**src/rtl/parity_check_scheduler.sv**
```systemverilog
// Shared 4-bit even-parity checker with round-robin arbitration among
// N_REQ requesters, a valid/ack result handshake and a saturating error count.

// Combinational even-parity checker: C = X ^ Y ^ Z ^ P.
module even_parity_checker (
    input  logic [3:0] word,
    output logic       c
);
    assign c = ^word;
endmodule

module parity_check_scheduler #(
    parameter int N_REQ = 4,
    parameter int ID_W  = 2,
    parameter int CNT_W = 8
) (
    input  logic                 clk,
    input  logic                 rst_n,
    input  logic [N_REQ-1:0]     req,
    input  logic [4*N_REQ-1:0]   data,
    output logic [N_REQ-1:0]     gnt,
    output logic                 res_valid,
    output logic [ID_W-1:0]      res_id,
    output logic                 res_err,
    input  logic                 res_ack,
    input  logic                 clr_count,
    output logic [CNT_W-1:0]     err_count,
    output logic                 busy
);

    typedef enum logic [1:0] {
        IDLE  = 2'd0,
        CHECK = 2'd1,
        RESP  = 2'd2
    } state_t;

    state_t          state;
    logic [ID_W-1:0] rr_ptr;
    logic [ID_W-1:0] id_q;
    logic [3:0]      word_q;

    logic            found;
    logic [ID_W-1:0] winner;
    logic [3:0]      win_word;
    logic [ID_W:0]   scan_sum;
    logic [ID_W-1:0] scan_idx;
    logic            chk_c;
    logic [ID_W-1:0] next_ptr;

    // Round-robin scan: first requester with req set, starting at rr_ptr and wrapping.
    always_comb begin
        // NOTE: every variable gets a default before the loop so no path leaves it unassigned (no latch).
        found    = 1'b0;
        winner   = '0;
        win_word = '0;
        scan_sum = '0;
        scan_idx = '0;
        for (int k = 0; k < N_REQ; k++) begin
            scan_sum = {1'b0, rr_ptr} + (ID_W+1)'(k);
            if (scan_sum >= (ID_W+1)'(N_REQ))
                scan_sum = scan_sum - (ID_W+1)'(N_REQ);
            scan_idx = scan_sum[ID_W-1:0];
            if (!found && req[scan_idx]) begin
                found    = 1'b1;
                winner   = scan_idx;
                win_word = data[{scan_idx, 2'b00} +: 4];
            end
        end
    end

    // Pointer for the next arbitration round: requester after the one just served.
    always_comb begin
        if (id_q == ID_W'(N_REQ - 1))
            next_ptr = '0;
        else
            next_ptr = id_q + 1'b1;
    end

    even_parity_checker u_checker (
        .word (word_q),
        .c    (chk_c)
    );

    // Scheduler FSM: grant, check, then hold the result until acknowledged.
    always_ff @(posedge clk or negedge rst_n) begin
        if (!rst_n) begin
            state     <= IDLE;
            rr_ptr    <= '0;
            id_q      <= '0;
            word_q    <= '0;
            gnt       <= '0;
            res_valid <= 1'b0;
            res_id    <= '0;
            res_err   <= 1'b0;
            busy      <= 1'b0;
        end else begin
            // NOTE: non-blocking assignments so every register samples pre-edge values.
            case (state)
                IDLE: begin
                    if (found) begin
                        word_q <= win_word;
                        id_q   <= winner;
                        gnt    <= N_REQ'(1) << winner;
                        busy   <= 1'b1;
                        state  <= CHECK;
                    end
                end
                CHECK: begin
                    gnt       <= '0;
                    res_err   <= chk_c;
                    res_id    <= id_q;
                    res_valid <= 1'b1;
                    state     <= RESP;
                end
                RESP: begin
                    if (res_ack) begin
                        res_valid <= 1'b0;
                        rr_ptr    <= next_ptr;
                        busy      <= 1'b0;
                        state     <= IDLE;
                    end
                end
                default: begin
                    gnt       <= '0;
                    res_valid <= 1'b0;
                    busy      <= 1'b0;
                    state     <= IDLE;
                end
            endcase
        end
    end

    // Saturating parity-error counter; a clear beats a same-cycle increment.
    always_ff @(posedge clk or negedge rst_n) begin
        if (!rst_n) begin
            err_count <= '0;
        end else if (clr_count) begin
            err_count <= '0;
        end else if (state == CHECK && chk_c && err_count != {CNT_W{1'b1}}) begin
            err_count <= err_count + 1'b1;
        end
    end

endmodule
```
**config.mk**
```make
export PLATFORM = sky130hd
export DESIGN_NAME = parity_check_scheduler
export DESIGN_NICKNAME = d
export VERILOG_FILES = /design/src/rtl/parity_check_scheduler.sv
export SDC_FILE = /design/constraint.sdc
export NUM_CORES = 1
export LEC_CHECK = 0
export ABC_AREA = 1
export CAP_MARGIN = 20
export CORE_ASPECT_RATIO = 0.9
export CORE_UTILIZATION = 58
export CTS_BUF_LIST = sky130_fd_sc_hd__clkbuf_8
export DETAILED_ROUTE_END_ITERATION = 6
export GPL_TIMING_DRIVEN = 0
export PLACE_DENSITY = 0.89
export RECOVER_POWER = 50
export SLEW_MARGIN = 30
export SYNTH_ARGS = -nofsm -noshare
export SYNTH_HDL_FRONTEND = slang
export SYNTH_SLANG_ARGS = --single-unit
```
**constraint.sdc**
```tcl
create_clock -name clk -period 3.9 [get_ports clk]
set_input_delay 1.17 -clock clk [delete_from_list [all_inputs] [get_ports clk]]
set_output_delay 1.17 -clock clk [all_outputs]
set_load 0.01 [all_outputs]
```
==> summary.txt, run 1 <==
Synth
  – Flops & latches, synth: 27
  – Synthesized cell area: 0.002130 mm^2
  – Ys flop type: dfrtp_1
  – Sequential share of the synthesized area: 0.3173
  – Cells after synthesis: 339
  – Count of cell types in the netlist: 27
  – Syn nets: 365
  – Ys async rst share: 1.000
  – Average cell area after synthesis: 6.282 um^2
  – Number of synthesized flops with an enable pin: 0
  – Ys Warns: 0

Cells and area
  – Most frequent cells in the layout: 188 x nand2_1, 38 x clkdlybuf4s50_1, 29 x nand3_1
  – Layout Cells excl Fill: 427
  – Register Area: 675.6 um^2
  – Layout fillers: 278
  – Proportion of layout cells with a drive suffix above 1: 0.1070
  – Nets: 410
  – Area of the multi-input gates: 0.001264 mm^2
  – Synthesis-to-layout area growth: 23.27%
  – Diodes inserted: 0
  – Commonest non-fill, non-tap cell in the layout: nand2_1

Place
  – Pre-CTS WS: 1.124 ns
  – Routability cong.: 0.8876
  – Port Buffer Count: 40
  – Hpwl dp: 3.803 mm
  – DP Cell Count: 423

Clocking
  – H-tree Lvls: 1
  – CTS resizes: 0
  – Clock Pin Slew Worst Setup and Hold Paths: 0.10 ns
  – Number of buffers added for setup after CTS: 0
  – Num CTS Buffers: 3
  – Max clock buf depth: 2
  – Clock sinks: 27
  – Clk_lat worst skew: 0.27 ns
  – Root buffer cell: clkbuf_8
  – CTS Hold Bufs: 0
  – TritonCTS clock tree: done

GRT
  – GRT Residual Overflow: 0
  – Vias in the first global route: 2036
  – First-pass GRT wire length: 8.438 mm
  – Largest net degree at the start of global routing: 28
  – GR Util All Layers: 0.2738
  – Number of antenna violations at the first check in global routing: 0

Die
  – # IOs: 41
  – Die height: 59.49 um
  – Initial core utilization: 0.6167
  – Core Box Area: 0.003453 mm^2
  – Row count: 20
  – Die width: 65.87 um
  – Die ar.: 0.003918 mm^2

Critical path
  – Worst-path fanout max: 10
  – Req. time, crit path: 4.12 ns
  – Critical Path AT: 2.73 ns
  – Crit. End Element: flop
  – R2R setup slack: 1.99 ns
  – End of the worst register-to-register path: err_count[7]
  – FF-to-FF path depth: 9
  – Critical Path Start Type: input port
  – RR Startpoint: err_count[0]
  – Crit Path Class: input port to flop

STA
  – Hold Violations, Final: 0
  – Measured slew at the worst slew-check pin: 1.344 ns
  – Hold slack: 0.4940 ns
  – Post-route minimum period: 2.508 ns
  – Final worst-path cycle share: 0.6432
  – Fin Clk Skew: 0.008027 ns
  – Endpoints failing setup: 0
  – FMAX: 398.6 MHz
  – TNS Setup: 0 ns
  – Setup ws final: 1.392 ns
  – RSZ-0062 raised after global routing: false
  – Final slew viol count: 0
  – Slew margin rel.: 0.1038

Flow run
  – Max Cap Viol: 0

Worst hold path
  – Hold Crit Start: gnt[0]
  – Hold depth: 2
  – Hold Path End: gnt[0]
  – Worst hold path class: flop to flop

Power
  – Final Power: 2.041 mW
  – Leak: 1.449 nW
  – Max VDD drop: 0.3627 mV
  – Pwr dens: 777.7 mW/mm^2

Detailed routing
  – Top sig layer: met4
  – Number of vias per cell: 5.215
  – Drt wl/cell: 11.24 um
  – Wire length on met3: 258 um
  – First-pass DRT Iterations: 5
  – Routed Antenna Nets: 0
  – 1st-iter DRT viols: 114
  – DRT Wirelength: 4.798 mm
  – Vias post-DR: 2227
  – WL met2: 2.314 mm
  – Metal1 wirelength: 2.184 mm
  – # DRC: 0

Run status
  – Outcome: finished, final reports clean
per-stage QoR:
stage               instance area, um^2    util
floorplan                          2130       -
global placement                   2585  0.7486
detailed placement                 2580  0.7471
CTS                                2629  0.7612
global route                       2625  0.7601
finish                             2625  0.7601
area by class of cell:
class                   instances  share of cell area
multi-input cells             276              0.4814
flip-flops and latches         27              0.2574
repair buffers                 40              0.1501
inverters                      26             0.03813
plain buffers                  10             0.03337
well taps                      44             0.02097
clock buffers                   3             0.01573
clock inverters                 1            0.002860
cell families after synthesis:
logic type,synth area share
buffers and inverters,0.08813
adders and majority gates,0.01175
xor gates and xnor gates,0.03702
AOI/OAI and AO/OA,0.02996
and+or+nand+nor,0.5159
DFF,0.3173
worst max-delay path, stage by stage:
cell	delay (ns)
clkdlybuf4s50_1	0.43
inv_1	0.08
nand2_1	0.07
nand3_1	0.13
nand2_2	0.14
nor2_4	0.17
buf_6	0.15
nand4_2	0.11
nand2_2	0.13
nand2_1	0.07
nand2_1	0.07
per-layer routing:
metal / vias up / track usage
li1: 1139 / -
met1: 1011 / 0.3594
met2: 71 / 0.4796
met3: 6 / 0.04038
met4: 0 / 0.05280
met5: - / 0
cell usage after synthesis, types with 2 or more instances:
cell type / n / area, um^2
nor2_1: 10 / 37.54
buf_4: 5 / 37.54
inv_2: 5 / 18.77
xor2_1: 6 / 52.55
o21ai_0: 3 / 15.01
o21ai_1: 3 / 15.01
nand2_4: 2 / 22.52
ha_1: 2 / 25.02
xnor2_1: 3 / 26.28
nand3_1: 29 / 145.1
inv_1: 20 / 75.07
nand3_2: 3 / 30.03
nor2_4: 3 / 33.78
nand4_1: 5 / 31.28
buf_6: 4 / 45.04
nand2_2: 8 / 50.05
nand2_1: 188 / 705.7
dfrtp_1: 27 / 675.7
nor2_2: 4 / 25.02
a21oi_1: 2 / 10.01
state kept, by name, summed over array words and instances, names as in the netlist, 2 cells and up:
register,count
gnt,4
rr_ptr,2
err_count,8
state,2
res_id,2
word_q,4
id_q,2
power by group:
part	total, mW	switching, mW	internal, mW
logic	1.44	0.900	0.537
clock network	0.159	0.0870	0.0725
registers	0.445	0.0708	0.374
total	2.04	1.06	0.983
worst max path at each step:
stage	startpoint	to	slack (ns)
3_3_place_gp	req[3]	gnt[3]	1.18
2_1_floorplan	req[3]	gnt[0]	1.74
4_1_cts	req[1]	gnt[2]	1.41
3_5_place_dp	req[1]	gnt[2]	1.12
6_report	req[1]	gnt[2]	1.39
5_1_grt	req[1]	gnt[2]	1.27
Note: power is estimated with default switching activity, not from simulation.
==> inputs of run 2 (changes only) <==
--- a/config.mk
+++ b/config.mk
@@ -8,11 +8,11 @@
 export ABC_AREA = 1
 export CAP_MARGIN = 20
 export CORE_ASPECT_RATIO = 0.9
-export CORE_UTILIZATION = 58
+export CORE_UTILIZATION = 54
 export CTS_BUF_LIST = sky130_fd_sc_hd__clkbuf_8
 export DETAILED_ROUTE_END_ITERATION = 6
 export GPL_TIMING_DRIVEN = 0
-export PLACE_DENSITY = 0.89
+export PLACE_DENSITY = 0.84
 export RECOVER_POWER = 50
 export SLEW_MARGIN = 30
 export SYNTH_ARGS = -nofsm -noshare
==> constraint.sdc (replaced) <==
create_clock -name clk -period 2.53 [get_ports clk]
set_input_delay 0.759 -clock clk [delete_from_list [all_inputs] [get_ports clk]]
set_output_delay 0.759 -clock clk [all_outputs]
set_load 0.01 [all_outputs]
==> run 2 against run 1 <==
Against the previous run:
- cell area hardly changed
- clock power is 55% higher
- register-to-register slack worse by 1.4 ns
- largest cell class unchanged
==> summary.txt, run 2 (synthesized netlist as in run 1, its figures left out) <==
Cells and area
  – Area of the multi-input gates: 0.001264 mm^2 (unchanged)
  – Nets: 410 (unchanged)
  – Diodes inserted: 0 (unchanged)
  – Commonest non-fill, non-tap cell in the layout: nand2_1
  – Register Area: 675.6 um^2 (unchanged)
  – Post-route cell area: 0.002628 mm^2 (about the same)
  – Max reg flops: 8 (unchanged)
  – Proportion of layout cells with a drive suffix above 1: 0.1070 (unchanged)
  – Top flop regs: err_count x8, gnt x4, word_q x4
  – Synthesis-to-layout area growth: 23.38% (about the same)
  – Most frequent cells in the layout: 188 x nand2_1, 38 x clkdlybuf4s50_1, 29 x nand3_1
  – Biggest register: err_count
  – Layout fillers: 335 (+21%)

Worst hold path
  – Worst hold path class: flop to flop

Critical path
  – Crit-path max cell delay: 0.48 ns (+0.05 ns)
  – Slowest CP cell: clkdlybuf4s50_1
  – Crit. End Element: flop
  – Critical Path AT: 2.24 ns (-0.49 ns)
  – Crit Path Class: input port to flop
  – RR Startpoint: err_count[0]
  – Most used cell along the critical path: nand2_1
  – Worst path bufs/invs: 3 (unchanged)
  – WP depth: 12 (+1)
  – Req. time, crit path: 2.70 ns (-1.42 ns)
  – FF-to-FF path depth: 9 (unchanged)
  – End of the worst register-to-register path: err_count[7]
  – Worst-path fanout max: 6 (-4)
  – Worst setup path startpoint: req[3]
  – Critical Path Start Type: input port
  – Ordered cell list for the critical path: clkdlybuf4s50_1 -> inv_1 -> nand2_1 -> nand3_1 -> nand2_2 -> inv_1 -> nand2_1 -> nand2_1 -> nand2_1 -> nor2_2 -> nand2_1 -> nand2_1
  – R2R setup slack: 0.64 ns (-1.35 ns)
  – Crit path capture: gnt[3]
  – Crit path max-delay family: simple AND/OR/NAND/NOR gates

Detailed routing
  – First-pass DRT Iterations: 4 (-1)
  – DRT Wirelength: 4.610 mm (-3.9%)
  – Number of vias per cell: 5.035 (-3.5%)
  – # DRC: 0 (unchanged)
  – 1st-iter DRT viols: 104 (-8.8%)
  – Routed Antenna Nets: 0 (unchanged)
  – Drt wl/cell: 10.75 um (-4.4%)
  – Vias post-DR: 2160 (-3.0%)

Clocking
  – Root buffer cell: clkbuf_8
  – Clk_lat worst skew: 0.28 ns (about the same)
  – H-tree Lvls: 1 (unchanged)
  – TritonCTS clock tree: done
  – CTS Hold Bufs: 0 (unchanged)
  – Max clock buf depth: 2 (unchanged)
  – Number of buffers added for setup after CTS: 0 (unchanged)
  – Clock Pin Slew Worst Setup and Hold Paths: 0.09 ns (about the same)
  – CTS resizes: 0 (unchanged)
  – Num CTS Buffers: 3 (unchanged)
  – Clock sinks: 27 (unchanged)

Power
  – Clk network pwr share: 0.079 (about the same)
  – Int Pwr: 1.517 mW (+54%)
  – Seq pwr share: 0.219 (about the same)
  – Leak: 1.449 nW (unchanged)
  – Combinational share of power: 0.701 (-0.003)
  – Max VDD drop: 0.4948 mV (+36%)
  – Switching pwr: 1.599 mW (+51%)
  – Sw frac: 0.5132 (-0.005113)
  – Pwr dens: 1186 mW/mm^2 (+52%)

Die
  – Core Box Area: 0.003757 mm^2 (+8.8%)
  – Die width: 68.20 um (+3.5%)
  – Die height: 61.58 um (+3.5%)
  – # IOs: 41 (unchanged)
  – Row count: 21 (+5.0%)
  – Initial core utilization: 0.5668 (-0.04990)
  – Die ar.: 0.004199 mm^2 (+7.2%)

STA
  – RSZ-0062 raised after global routing: false
  – Endpoints failing setup: 0 (unchanged)
  – Hold Violations, Final: 0 (unchanged)
  – Slew margin rel.: 0.09297 (-0.01086)
  – Fin Clk Skew: 0.009071 ns (+0.001044 ns)
  – Post-route minimum period: 2.068 ns
  – Final worst-path cycle share: 0.8175
  – Measured slew at the worst slew-check pin: 1.361 ns (+0.01629 ns)
  – TNS Setup: 0 ns (unchanged)
  – FMAX: 483.5 MHz
  – Final slew viol count: 0 (unchanged)

Place
  – Routability cong.: 0.8899 (+0.26%)
  – Hpwl dp: 3.711 mm (-2.4%)
  – DP Area: 0.002582 mm^2 (about the same)
  – Port Buffer Count: 40 (unchanged)

GRT
  – First-pass GRT wire length: 7.803 mm (-7.5%)
  – Vias in the first global route: 1821 (-11%)
  – Largest net degree at the start of global routing: 28 (unchanged)
  – GRT Residual Overflow: 0 (unchanged)
  – Number of antenna violations at the first check in global routing: 0 (unchanged)
  – GR Util All Layers: 0.2488 (-0.02503)

Flow run
  – Max Cap Viol: 0 (unchanged)

Run status
  – Outcome: finished, final reports clean
[run 2: layout make-up]
cell class / count / share of cell area
inverter: 26 / 0.03810
sequential: 27 / 0.2571
buffer: 10 / 0.03333
multi-input combinational: 276 / 0.4810
clock inverter: 1 / 0.002857
tap: 46 / 0.02190
clock buffer: 3 / 0.01571
timing repair buffer: 40 / 0.1500
[run 2: power by group through the flow]
stage,Combinational (mW),Sequential [mW],Clock [mW]
3_3_place_gp,2.13,0.685,0
2_1_floorplan,1.64,0.702,0
4_1_cts,2.19,0.685,0.255
6_report,2.19,0.683,0.247
5_1_grt,2.51,0.702,0.270
3_5_place_dp,2.18,0.694,0
[run 2: worst min-delay path by stage]
stage,startpoint,to,depth (start not counted)
after floorplan,rst_n,busy,0
after global placement,res_id[1],res_id[1],2
after detailed placement,res_id[0],res_id[0],2
after CTS,rst_n,rr_ptr[1],1
after global routing,gnt[2],gnt[2],2
final,res_id[0],res_id[0],2
[run 2: metal layers]
metal,track usage,share of wire,up-vias
li1,-,-,1138
met1,0.3349,0.47,975
met2,0.4132,0.48,43
met3,0.05000,0.045,4
met4,0.05357,0.0093,0
met5,0,0,-
[run 2: metrics by stage]
step                      total power, mW  hold slack [ns]  cells  worst slack (ns)  utilization
after floorplan                     2.346           0.4634    339            0.7839            -
after global placement              2.819           0.4570    425            0.2098       0.6886
after detailed placement            2.870           0.4583    425            0.1844       0.6873
after CTS                           3.128           0.4745    429            0.4739       0.7003
after global routing                3.479           0.5064    429            0.2968       0.6993
final                               3.115           0.4748    429            0.4617       0.6993
[run 2: worst register-to-register path: stages, from the launching register on]
cell and delay [ns]:
dfrtp_1 0.44, ha_1 0.25, nand2_1 0.07, inv_1 0.05, nand3_1 0.11, nor3_1 0.06
nor2_1 0.50, nor2_4 0.09, inv_1 0.15, o21ai_0 0.08
